## src/rtl/vga_sprite_sched.sv

```systemverilog
// Sprite scheduler: shares one synchronous sprite ROM between NUM_SPR priority-ordered
// layers and resolves each pixel to the first opaque layer colour.

module vga_sprite_layer #(
    parameter int SPR_W  = 100,
    parameter int SPR_H  = 100,
    parameter int ADDR_W = 15
) (
    input  logic [10:0]       px,
    input  logic [10:0]       py,
    input  logic              en,
    input  logic [10:0]       x0,
    input  logic [10:0]       y0,
    input  logic [ADDR_W-1:0] base,
    output logic              hit,
    output logic [ADDR_W-1:0] addr
);
    // Box edges at 12 bits so a sprite placed near 2047 does not wrap.
    logic [11:0]       x_end, y_end;
    logic [ADDR_W-1:0] dx, dy;

    assign x_end = {1'b0, x0} + 12'(SPR_W);
    assign y_end = {1'b0, y0} + 12'(SPR_H);
    assign hit   = en && (px >= x0) && ({1'b0, px} < x_end)
                      && (py >= y0) && ({1'b0, py} < y_end);

    assign dx   = ADDR_W'(px - x0);
    assign dy   = ADDR_W'(py - y0);
    assign addr = base + dy * ADDR_W'(SPR_W) + dx;
endmodule

module vga_sprite_sched #(
    parameter int          NUM_SPR  = 4,
    parameter int          SPR_W    = 100,
    parameter int          SPR_H    = 100,
    parameter int          ADDR_W   = 15,
    parameter logic [7:0]  TRANSP   = 8'hE3,
    parameter logic [7:0]  BG_COLOR = 8'h00
) (
    input  logic                       clk,
    input  logic                       rst_n,
    input  logic                       pix_en,
    input  logic [10:0]                hc,
    input  logic [10:0]                vc,
    input  logic                       blank,
    input  logic                       frame_start,
    input  logic                       cfg_we,
    input  logic [$clog2(NUM_SPR)-1:0] cfg_idx,
    input  logic                       cfg_en,
    input  logic [10:0]                cfg_x0,
    input  logic [10:0]                cfg_y0,
    input  logic [ADDR_W-1:0]          cfg_base,
    output logic [ADDR_W-1:0]          rom_addr,
    input  logic [7:0]                 rom_data,
    output logic [2:0]                 R,
    output logic [2:0]                 G,
    output logic [1:0]                 B,
    output logic                       busy,
    output logic                       overrun
);
    localparam int IDX_W = $clog2(NUM_SPR);

    typedef struct packed {
        logic              en;
        logic [10:0]       x0;
        logic [10:0]       y0;
        logic [ADDR_W-1:0] base;
    } spr_cfg_t;

    typedef enum logic [1:0] {IDLE, SCAN, WAIT, DONE} state_t;

    spr_cfg_t sh_cfg  [NUM_SPR];
    spr_cfg_t act_cfg [NUM_SPR];

    state_t            state;
    logic [IDX_W-1:0]  idx;
    logic [10:0]       px_q, py_q;
    logic [7:0]        col_q, rgb_q;
    logic [ADDR_W-1:0] addr_q;
    logic              overrun_q;

    logic [NUM_SPR-1:0]             layer_hit;
    logic [NUM_SPR-1:0][ADDR_W-1:0] layer_addr;
    logic                           idx_last;

    for (genvar i = 0; i < NUM_SPR; i++) begin : g_layer
        vga_sprite_layer #(
            .SPR_W (SPR_W),
            .SPR_H (SPR_H),
            .ADDR_W(ADDR_W)
        ) u_layer (
            .px  (px_q),
            .py  (py_q),
            .en  (act_cfg[i].en),
            .x0  (act_cfg[i].x0),
            .y0  (act_cfg[i].y0),
            .base(act_cfg[i].base),
            .hit (layer_hit[i]),
            .addr(layer_addr[i])
        );
    end

    assign idx_last = (idx == IDX_W'(NUM_SPR - 1));

    // The address is presented during the SCAN cycle so the synchronous ROM
    // returns data in the following WAIT cycle; otherwise the last address holds.
    assign rom_addr  = (state == SCAN && layer_hit[idx]) ? layer_addr[idx] : addr_q;
    assign {R, G, B} = rgb_q;
    assign busy      = (state != IDLE);
    assign overrun   = overrun_q;

    always_ff @(posedge clk) begin
        if (!rst_n) begin
            state     <= IDLE;
            idx       <= '0;
            px_q      <= '0;
            py_q      <= '0;
            col_q     <= '0;
            rgb_q     <= '0;
            addr_q    <= '0;
            overrun_q <= 1'b0;
            for (int i = 0; i < NUM_SPR; i++) begin
                sh_cfg[i]  <= '0;
                act_cfg[i] <= '0;
            end
        end else begin
            if (frame_start)
                for (int i = 0; i < NUM_SPR; i++) act_cfg[i] <= sh_cfg[i];
            if (cfg_we && int'(cfg_idx) < NUM_SPR)
                sh_cfg[cfg_idx] <= '{en: cfg_en, x0: cfg_x0, y0: cfg_y0, base: cfg_base};

            if (pix_en) begin
                // A pixel arriving mid-scan aborts the old one to background.
                if (state != IDLE) begin
                    rgb_q     <= BG_COLOR;
                    overrun_q <= 1'b1;
                end
                px_q <= hc;
                py_q <= vc;
                idx  <= '0;
                if (blank) begin
                    col_q <= 8'h00;
                    state <= DONE;
                end else begin
                    state <= SCAN;
                end
            end else begin
                case (state)
                    SCAN: begin
                        if (layer_hit[idx]) begin
                            addr_q <= layer_addr[idx];
                            state  <= WAIT;
                        end else if (idx_last) begin
                            col_q <= BG_COLOR;
                            state <= DONE;
                        end else begin
                            idx <= idx + 1'b1;
                        end
                    end
                    WAIT: begin
                        if (rom_data != TRANSP) begin
                            col_q <= rom_data;
                            state <= DONE;
                        end else if (idx_last) begin
                            col_q <= BG_COLOR;
                            state <= DONE;
                        end else begin
                            idx   <= idx + 1'b1;
                            state <= SCAN;
                        end
                    end
                    DONE: begin
                        rgb_q <= col_q;
                        state <= IDLE;
                    end
                    default: state <= IDLE;
                endcase
            end
        end
    end
endmodule

```

## config.mk

```make
export PLATFORM = sky130hd
export DESIGN_NAME = vga_sprite_sched
export DESIGN_NICKNAME = d
export VERILOG_FILES = /design/src/rtl/vga_sprite_sched.sv
export SDC_FILE = /design/constraint.sdc
export NUM_CORES = 1
export LEC_CHECK = 0
export BUFFER_PORTS_ARGS = -buffer_cell sky130_fd_sc_hd__clkbuf_2
export CAP_MARGIN = 20
export CORE_MARGIN = 5
export CORE_UTILIZATION = 45
export CTS_CLUSTER_SIZE = 25
export DETAILED_ROUTE_END_ITERATION = 16
export PLACE_DENSITY = 0.6
export SYNTH_ARGS = -nofsm -noshare
export SYNTH_HDL_FRONTEND = slang
export SYNTH_HIERARCHICAL = 1
export SYNTH_SLANG_ARGS = --single-unit
export TNS_END_PERCENT = 50
```

## constraint.sdc

```tcl
create_clock -name clk -period 9.31 [get_ports clk]
set_clock_uncertainty 0.05 [all_clocks]
set_input_delay 1.3965 -clock clk [delete_from_list [all_inputs] [get_ports clk]]
set_output_delay 1.3965 -clock clk [all_outputs]
set_load 0.01 [all_outputs]
```

==> metrics.md <==
| Metric | Value |
|---|---|
| Start-to-end type of the worst setup path | flop to primary output |
| Vias in the first global route | approximately 20000 |
| Count of max-cap constraint violations | 0 |
| Placeable core area | between 60000 and 70000 um2 |
| Sequential share of the synthesized area | 0.373 |
| Number of search-and-repair iterations in the first detailed-routing pass | 5 |
| Average vias per placed instance | roughly 5.5 |
| Count of buffers from port buffering | 100 |
| Syn avg cell area | 10.7 um2 |
| Cell count after synthesis | 2572 |
| Status | completed |
| Root buffer cell | sky130_fd_sc_hd__clkbuf_16 |
| Number of hold violations in the final report | 0 |
| Ys async rst share | 0 |
| Overall die area | approximately 66000 um2 |
| Die width | 258 um |
| FF+latch count, synth | roughly 360 |
| Number of enable flip-flop cells after synthesis | 304 |
| Number of synthesis warnings | 6 |
| Hold path cells | 1 |
| Routability Congestion | ~0.9 |
| Worst reg-to-reg path cell count | 30 |
| Worst Path Max Fanout | 6 |
| CTS tree | built |
| Worst reg-to-reg setup slack | between 2 and 2.5 ns |
| Number of design rule violations left after detail routing | 0 |
| Final nets | ~3200 |
| Total placed instance area | slightly below 30000 um2 |
| Maximum level of the CTS H-tree | 2 |
| Routed wirelength normalized by instance count | about 22 um |
| Max Buffers Root-to-Sink | 3 |
| Initial antenna violation count | 4 |
| P&R area growth vs syn | 10.4% |
| Commonest non-fill, non-tap cells in the layout | sky130_fd_sc_hd__ha_1 (337), sky130_fd_sc_hd__inv_1 (334), sky130_fd_sc_hd__edfxtp_1 (304) |
| GR Util met3 | 0.0424 |
| Startpoint of the lowest-slack register-to-register path | act_cfg[0][17]$_SDFFCE_PN0P_ |
| Met2 GRT Util | 0.352 |
| Highest achievable clock rate | around 0.11 GHz |
| Setup crit start | act_cfg[0][17]$_SDFFCE_PN0P_ |
| Peak per-stage delay on the critical path | 0.54 ns |
| Final Worst Setup Slack | between 0.3 and 0.4 ns |
| Number of failing setup endpoints in the final timing report | 0 |
| Vert. Die Dim | around 260 um |
| Area of the mapped netlist | about 28000 um2 |
| Element type at the critical path start | flop |
| Cell family with the largest share of critical-path delay | adder cells |
| Post-route clock period utilization | 0.965 |
| Number of gates on the worst path with buffers counted | 30 |
| Number of clock buffers inserted by TritonCTS | 42 |
| Total gr overflow | 0 |
| Dpl ws | 0.663 ns |
| Total clock sinks | around 360 |
| Fraction of met1 tracks used by global routing | 0.319 |
| Count of antenna-violating nets left after detailed routing | 0 |
| Worst slew margin relative to its limit | 0.261 |
| Clock latency on the worst-skew pair | ~0.58 ns |
| Wire length of the first global-routing pass | approximately 110000 um |
| Total wirelength of the detailed-routed design | 75800 um |
| Number of rows in the core area | 90 |
| Net count after synthesis | between 3000 and 4000 |
| Number of buffers and inverters on the critical path | 6 |
| Endpoint kind of the worst setup timing path | primary output |
| Clock-pin slew reported for the worst setup and hold paths after clock tree synthesis | roughly 0.060 ns |
| Endpoint of the worst register-to-register path | addr_q[14]$_SDFFE_PN0P_ |
| Pin count of the biggest net entering global routing | about 120 |
| Type of the most critical hold path | flop to flop |
| Commonest non-fill, non-tap cell in the layout | sky130_fd_sc_hd__ha_1 |
| Count of cell types in the netlist | 94 |
| Number of hold buffers added after cts | 0 |
| Number of DRC markers in iteration 0 | 1347 |
| Detailed-placement wirelength estimate | approximately 57000 um |
| Total count of max-transition violations in the final report | 0 |
| Required time worst endpoint | roughly 7.9 ns |
| WP data arrival | approximately 7.5 ns |
| Worst setup endpoint | rom_addr[14] |
| Critical-path top delay cell | sky130_fd_sc_hd__mux4_1 |
| Time the final worst path needs with I/O delays and setup | 8.99 ns |
| Global route hottest layer | met2 |
| All-layer global routing usage | 0.224 |
| Post-route cell area | 30500 um2 |
| Starting utilization of the core area | 0.456 |
| Slew of the pin with the lowest slew margin | approximately 1.1 ns |
| Routed via count | 19200 |
| Number of top-level pins | 101 |
| Share of final-layout standard cells stronger than drive strength 1 | 0.105 |
| Most common flop cell mapped by yosys | sky130_fd_sc_hd__edfxtp_1 |
| Minimum hold slack | between 0.4 and 0.5 ns |
==> cells in the mapped netlist, types with 64 or more instances <==
| cell | count | area (um2) |
|---|---|---|
| sky130_fd_sc_hd__a21oi_1 | 127 | 636 |
| sky130_fd_sc_hd__and2_1 | 124 | 776 |
| sky130_fd_sc_hd__and3_1 | 196 | 1230 |
| sky130_fd_sc_hd__clkbuf_1 | 65 | 244 |
| sky130_fd_sc_hd__edfxtp_1 | 304 | 9130 |
| sky130_fd_sc_hd__fa_1 | 88 | 1760 |
| sky130_fd_sc_hd__ha_1 | 337 | 4220 |
| sky130_fd_sc_hd__inv_1 | 334 | 1250 |
| sky130_fd_sc_hd__nand2_1 | 64 | 240 |
| sky130_fd_sc_hd__nor2_1 | 64 | 240 |
| sky130_fd_sc_hd__nor2b_1 | 64 | 400 |
| sky130_fd_sc_hd__xnor2_1 | 166 | 1450 |
==> layout make-up <==
class | instances | area [um2]
Clock buffer | 52 | 1100
Inverter | 335 | 1260
Antenna cell | 1 | 2.50
Sequential cell | 362 | 10300
Tap cell | 782 | 978
Multi-Input combinational cell | 1798 | 15800
Fill cell | 5417 | 30100
Clock inverter | 22 | 275
Timing Repair Buffer | 129 | 751
==> state kept, by name, summed over array words and instances, names as in the netlist <==
signal	flops
px_q	11
sh_cfg	152
idx	2
addr_q	15
overrun	1
py_q	11
state	2
col_q	8
rgb_q	8
act_cfg	152
==> cell families (layout without fill, tap and decap cells) <==
group	after synthesis	after routing	synth area share
simple gates	658	658	0.137
xor+xnor	220	220	0.0755
mux	83	83	0.0388
buf+inv	412	538	0.0576
flops	362	362	0.373
compound gates	412	412	0.103
fa+ha+maj	425	425	0.216
other cells	0	1	0
==> worst min path at each step <==
stage / to / slack, ns / start
after CTS: col_q[1]$_SDFFE_PN0P_ / 0.45 / col_q[1]$_SDFFE_PN0P_
after detailed placement: col_q[1]$_SDFFE_PN0P_ / 0.44 / col_q[1]$_SDFFE_PN0P_
after global placement: overrun$_SDFFE_PN0P_ / 0.42 / overrun$_SDFFE_PN0P_
after global routing: col_q[1]$_SDFFE_PN0P_ / 0.47 / col_q[1]$_SDFFE_PN0P_
final: col_q[3]$_SDFFE_PN0P_ / 0.45 / col_q[3]$_SDFFE_PN0P_
after floorplan: col_q[0]$_SDFFE_PN0P_ / 0.42 / col_q[0]$_SDFFE_PN0P_
==> stage by stage <==
step	util	instances	TNS, ns
finish	0.503	3481	0
global placement	0.479	3402	0
floorplan	-	2572	0
global route	0.503	3480	-0.0139
CTS	0.501	3476	0
detailed placement	0.479	3402	0
==> worst register-to-register path: cells and delay by family, from the launching register on <==
kind                     cells  cell delay [ns]
adder cells (fa/ha/maj)      7             2.41
AO/OA/AOI/OAI                7             1.37
AND/OR/NAND/NOR              7             1.06
multiplexers                 2             0.68
XOR/XNOR                     2             0.44
flip-flops                   1             0.42
buffers and inverters        5             0.38
==> what timing repair did <==
| action | CTS | global route |
|---|---|---|
| setup buffers | 0 | 2 |
| setup endpoints to repair | 0 | 2 |
| resized for setup | 0 | 15 |
==> per-layer routing <==
layer,share of wire,vias up
li1,-,9220
met5,0,-
met3,0.064,95
met4,0.030,0
met1,0.46,9389
met2,0.45,480
Power is not shown: default switching activity piles up to over one toggle a cycle in this logic, so the estimate is an artifact.
